<file path="config.mk">
export PLATFORM = sky130hd
export DESIGN_NAME = pcm_iis_tx
export DESIGN_NICKNAME = d
export VERILOG_FILES = /design/src/rtl/pcm_iis_tx.sv
export SDC_FILE = /design/constraint.sdc
export NUM_CORES = 1
export LEC_CHECK = 0
export CELL_PAD_IN_SITES_DETAIL_PLACEMENT = 1
export CELL_PAD_IN_SITES_GLOBAL_PLACEMENT = 2
export CORE_UTILIZATION = 33
export DETAILED_ROUTE_END_ITERATION = 16
export PLACE_DENSITY_LB_ADDON = 0.1
export SLEW_MARGIN = 10
export SYNTH_ARGS = -nofsm -noshare
export SYNTH_HDL_FRONTEND = slang
export SYNTH_SLANG_ARGS = --single-unit
</file>
<file path="constraint.sdc">
create_clock -name bclk -period 1.5 [get_ports bclk]
set_input_delay 0.3 -clock bclk [delete_from_list [all_inputs] [get_ports bclk]]
set_output_delay 0.3 -clock bclk [all_outputs]
set_load 0.005 [all_outputs]
</file>
<file path="src/rtl/pcm_iis_tx.sv">
// pcm_iis_tx: I2S master transmitter, double-buffered, MSB-first serialiser.
// Optional feature macro: UNDERRUN_REPEAT_EN (repeat last pair on underrun).
//
// Ports:
//   bclk         bit clock, all state on rising edge
//   rst_n        asynchronous active-low reset
//   in_l, in_r   left/right PCM samples (two's complement, SAMPLE_W bits)
//   in_valid     in_l/in_r valid
//   in_ready     holding register empty; transfer on in_valid && in_ready
//   ws           word select, 0 = left, 1 = right, I2S one-bit delay
//   sd           serial data, MSB first
//   frame_start  one-cycle pulse while cnt == 0
//   underrun     one-cycle pulse when a frame starts with no sample held
//   underrun_cnt saturating underrun count
module pcm_iis_tx #(
    parameter int SLOT_W   = 32,
    parameter int SAMPLE_W = 24
) (
    input  logic                bclk,
    input  logic                rst_n,
    input  logic [SAMPLE_W-1:0] in_l,
    input  logic [SAMPLE_W-1:0] in_r,
    input  logic                in_valid,
    output logic                in_ready,
    output logic                ws,
    output logic                sd,
    output logic                frame_start,
    output logic                underrun,
    output logic [15:0]         underrun_cnt
);

    localparam int FRAME_W = 2 * SLOT_W;
    localparam int CW      = $clog2(FRAME_W);

    localparam logic [CW-1:0] CNT_LAST   = CW'(FRAME_W - 1);
    localparam logic [CW-1:0] WS_HI_FROM = CW'(SLOT_W - 1);
    localparam logic [CW-1:0] WS_HI_TO   = CW'(FRAME_W - 2);

    logic [CW-1:0]       cnt;
    logic [CW-1:0]       cnt_nxt;
    logic                wrap;
    logic                ws_nxt;
    logic                take;
    logic [FRAME_W-1:0]  shift;
    logic [FRAME_W-1:0]  hold_frame;
    logic [FRAME_W-1:0]  fill_frame;
    logic [SAMPLE_W-1:0] hold_l;
    logic [SAMPLE_W-1:0] hold_r;
    logic                hold_full;

    // Left-justify a sample in its slot; unused LSBs are sent as zero.
    function automatic logic [SLOT_W-1:0] pad(input logic [SAMPLE_W-1:0] s);
        logic [SLOT_W-1:0] t;
        t = '0;
        t[SLOT_W-1 -: SAMPLE_W] = s;
        return t;
    endfunction

    assign wrap     = (cnt == CNT_LAST);
    assign cnt_nxt  = wrap ? '0 : cnt + 1'b1;
    assign take     = in_valid && !hold_full;
    assign in_ready = !hold_full;
    assign sd       = shift[FRAME_W-1];

    // ws is registered from the next count value so it leads each slot
    // MSB by one bit, as I2S requires.
    assign ws_nxt = (cnt_nxt >= WS_HI_FROM) && (cnt_nxt <= WS_HI_TO);

    assign hold_frame = {pad(hold_l), pad(hold_r)};

`ifdef UNDERRUN_REPEAT_EN
    logic [SAMPLE_W-1:0] last_l;
    logic [SAMPLE_W-1:0] last_r;

    assign fill_frame = {pad(last_l), pad(last_r)};

    always_ff @(posedge bclk or negedge rst_n) begin
        if (!rst_n) begin
            last_l <= '0;
            last_r <= '0;
        end else if (wrap && hold_full) begin
            last_l <= hold_l;
            last_r <= hold_r;
        end
    end
`else
    assign fill_frame = '0;
`endif

    always_ff @(posedge bclk or negedge rst_n) begin
        if (!rst_n) begin
            cnt         <= '0;
            ws          <= 1'b0;
            frame_start <= 1'b0;
            underrun    <= 1'b0;
        end else begin
            cnt         <= cnt_nxt;
            ws          <= ws_nxt;
            frame_start <= wrap;
            underrun    <= wrap && !hold_full;
        end
    end

    always_ff @(posedge bclk or negedge rst_n) begin
        if (!rst_n) begin
            shift <= '0;
        end else if (wrap) begin
            shift <= hold_full ? hold_frame : fill_frame;
        end else begin
            shift <= {shift[FRAME_W-2:0], 1'b0};
        end
    end

    // A transfer on the wrap edge with the holding register empty is kept
    // for the following frame; the current frame is still an underrun.
    always_ff @(posedge bclk or negedge rst_n) begin
        if (!rst_n) begin
            hold_l    <= '0;
            hold_r    <= '0;
            hold_full <= 1'b0;
        end else if (take) begin
            hold_l    <= in_l;
            hold_r    <= in_r;
            hold_full <= 1'b1;
        end else if (wrap) begin
            hold_full <= 1'b0;
        end
    end

    always_ff @(posedge bclk or negedge rst_n) begin
        if (!rst_n) begin
            underrun_cnt <= '0;
        end else if (wrap && !hold_full && underrun_cnt != 16'hFFFF) begin
            underrun_cnt <= underrun_cnt + 16'd1;
        end
    end

endmodule
</file>
==> run summary <==
P_sw: 2110 uW
worst-skew pair later-pin latency: 0.41 ns
Seq/Total Area, Yosys: 62.1%
f_max: 630 MHz
slew margin rel.: 67.6%
Clk pwr share: 43.2%
critical-path maximum fanout: 8
Area Overhead vs Synth: 54.8%
CP cell instances: ha_4 -> and3_4 -> nand3_4 -> clkinv_8 -> or3_1 -> mux2i_1
VDD IR max: 0.829 mV
failing checks: negative setup slack
Critical Path RT: 1.84 ns
Mapped Area: 0.00524 mm^2
Fin Clk Skew: 0.00939 ns
layout net count: 641
fraction of the cycle the final worst path needs: 106%
Die X-Extent: 128 um
clock root buffer: clkbuf_16
CTS sink cnt: 130
warnings from Yosys: 0
All-Layer GR Usage: 16.2%
largest net degree at the start of global routing: 73
Flop pwr share: 46.7%
GR peak layer: met2
filler cell count: 1540
crit start category: register
critical path capture point type: register
core area: 0.0154 mm^2
post-synthesis average cell area: 11.8 um^2
Final WS setup: -0.0870 ns
initial antenna violation count: 0
status: finished, violations left
Register Area: 0.00326 mm^2
die area: 0.0164 mm^2
Synth Register Bits: 130
placed cell area: 0.00653 mm^2
fin cells: 808
dpl cells: 743
H-tree levels: 4
Slowest-stage cell, CP: dfrtp_1
buffers from clock root to sink, at most: 2
Final Cell Area: 0.00811 mm^2
maxcap violations: 0
Final Util: 52.8%
worst-margin pin slew: 0.486 ns
minimum clock period: 1.59 ns
HPWL after DPL: 7520 um
Clk pin slew, worst setup/hold paths: 0.05 ns
post-synth cell types: 40
PortBufs: 71
Switching Share: 22.5%
GPL Wtd Cong: 0.763
M2 GR Usage: 26.5%
Remaining Overflow, GRT: 0
DRT iter0 DRCs: 195
Fin. Hold Viols: 0
worst min-delay path category: in2async
vias in the first global route: 4025
commonest non-fill, non-tap cells in the layout: dfrtp_1 (128), nand2_1 (54), clkdlybuf4s50_1 (49), nand2_2 (42), buf_4 (40)
global routing usage on met3: 4.63%
Antenna Cells: 0
P_int: 7260 uW
crit path kind: reg2reg
Sum Neg Setup Slack: -2.45 ns
Setup-failing EPs final: 95
drt via density: 4.70
WL final: 13600 um
CTS tree: done
Die Y: 128 um
first-pass GRT wire length: 20200 um
Routed Antenna Nets: 0
crit-path max cell delay: 0.41 ns
area of the multi-input gates: 0.00238 mm^2
Synth Net Count: 497
Rows: 45
routed vias: 3797
pre-CTS WS: -0.199 ns
PD cells: 1160 mW/mm^2
CTS buffer count: 17
cell count after synthesis: 442
Arrival @ worst endpoint: 1.93 ns
met1 Usage GRT: 20.7%
residual DRC count: 0
Pins Over Slew Limit: 0
Initial Utilization: 34.1%
unrepaired setup endpoints after global routing: true
commonest non-fill, non-tap cell in the layout: dfrtp_1
Comb pwr share: 10.0%
CP delay by family, top: simple AND/OR/NAND/NOR gates
WL/cell: 16.8 um
Pleak: 0.00378 uW
IO Count: 72
layout cells sized above 1: 45.4%
worst path bufs/invs: 1
iteration count of the initial detailed-routing pass: 4
-- power groups by stage --
stage / Combinational [uW] / Clock, uW / Sequential, uW
detailed placement: 846 / 0 / 4360
global route: 1030 / 4310 / 4450
floorplan: 527 / 0 / 4250
CTS: 860 / 4160 / 4310
global placement: 801 / 0 / 4340
finish: 942 / 4050 / 4380
-- cells in the mapped netlist --
master | n | area share (%)
dfrtp_1 | 130 | 62
nand2_1 | 101 | 7.2
nand3_1 | 53 | 5.1
mux2_2 | 49 | 11
buf_2 | 14 | 1.3
xnor2_1 | 10 | 1.7
and2_1 | 9 | 1.1
nand4_1 | 9 | 1.1
clkbuf_1 | 6 | 0.43
inv_1 | 6 | 0.43
xor2_1 | 6 | 1.0
and3_1 | 5 | 0.60
and4_1 | 4 | 0.67
ha_1 | 4 | 0.96
nor2_1 | 4 | 0.29
o21ai_0 | 3 | 0.29
nor3_2 | 2 | 0.38
nor3_4 | 2 | 0.62
nor4_1 | 2 | 0.24
o211ai_1 | 2 | 0.29
or3_1 | 2 | 0.24
a21o_1 | 1 | 0.14
a21oi_1 | 1 | 0.095
a31o_2 | 1 | 0.17
a31oi_1 | 1 | 0.12
and3_4 | 1 | 0.21
and3b_1 | 1 | 0.17
buf_4 | 1 | 0.14
buf_6 | 1 | 0.21
inv_2 | 1 | 0.072
mux2_1 | 1 | 0.21
mux2i_1 | 1 | 0.19
nand3_4 | 1 | 0.33
nand3b_1 | 1 | 0.14
nand4_4 | 1 | 0.41
nor2_4 | 1 | 0.21
nor2b_1 | 1 | 0.12
nor3_1 | 1 | 0.095
nor4_2 | 1 | 0.24
o2111ai_1 | 1 | 0.17
-- final timing paths --
| check | from | endpoint | slack, ns | cells after the start |
|---|---|---|---|---|
| setup reg to reg | cnt[1] | ws | -0.09 | 6 |
| min in group bclk | shift[52] | shift[53] | 0.44 | 2 |
| setup / recovery | cnt[1] | ws | -0.09 | 6 |
| hold reg to reg | shift[52] | shift[53] | 0.44 | 2 |
| max in group asynchronous | rst_n | hold_r[13] | 0.62 | 3 |
| hold / removal | rst_n | underrun_cnt[7] | 0.27 | 2 |
-- routing by layer --
metal	share of wire, %	vias to the layer above
met5	0	-
met4	1.4	0
met3	3.5	15
met2	51	66
met1	44	1922
li1	-	1794
-- worst reg2reg max path, delay by kind of cell, from the launching register on --
| kind | cells | cell delay, ns |
|---|---|---|
| and+or+nand+nor | 3 | 0.66 |
| DFF | 1 | 0.41 |
| adders and majority gates | 1 | 0.19 |
| buffers and inverters | 1 | 0.14 |
| muxes | 1 | 0.12 |
-- timing repair --
item,in CTS,in global routing
buffers inserted,18,5
gates cloned,0,11
hold endpoints to repair,71,0
endpoints found under the setup margin,84,77
hold buffers,1,0
pin swaps,14,64
resized for setup,49,147
-- through the flow --
stage / power, uW / hold WS (ns)
after floorplan: 4780 / 0.00441
after global placement: 5140 / 0.122
after detailed placement: 5210 / 0.122
after CTS: 9330 / 0.252
after global routing: 9780 / 0.271
final: 9380 / 0.273
-- registers in the layout, summed over array words and instances (netlist names) --
signal        cells
cnt               6
underrun_cnt     16
frame_start       1
hold_l           24
hold_full         1
ws                1
shift            56
hold_r           24
underrun          1
-- cell families after synthesis --
family,after synthesis,share of synthesized area (%)
and+or+nand+nor,202,19.4
DFF,130,62.1
muxes,51,10.9
buffers and inverters,29,2.63
xor gates and xnor gates,16,2.68
AOI/OAI and AO/OA,10,1.27
adders and majority gates,4,0.956
-- layout make-up --
cell class / count / share of cell area [%]
Inverter: 7 / 0.478
Sequential cell: 130 / 40.1
Timing Repair Buffer: 147 / 19.8
Clock inverter: 7 / 1.36
Clock buffer: 23 / 5.65
Multi-Input combinational cell: 283 / 29.3
Tap cell: 211 / 3.26
Power figures use the tool's default switching activity.
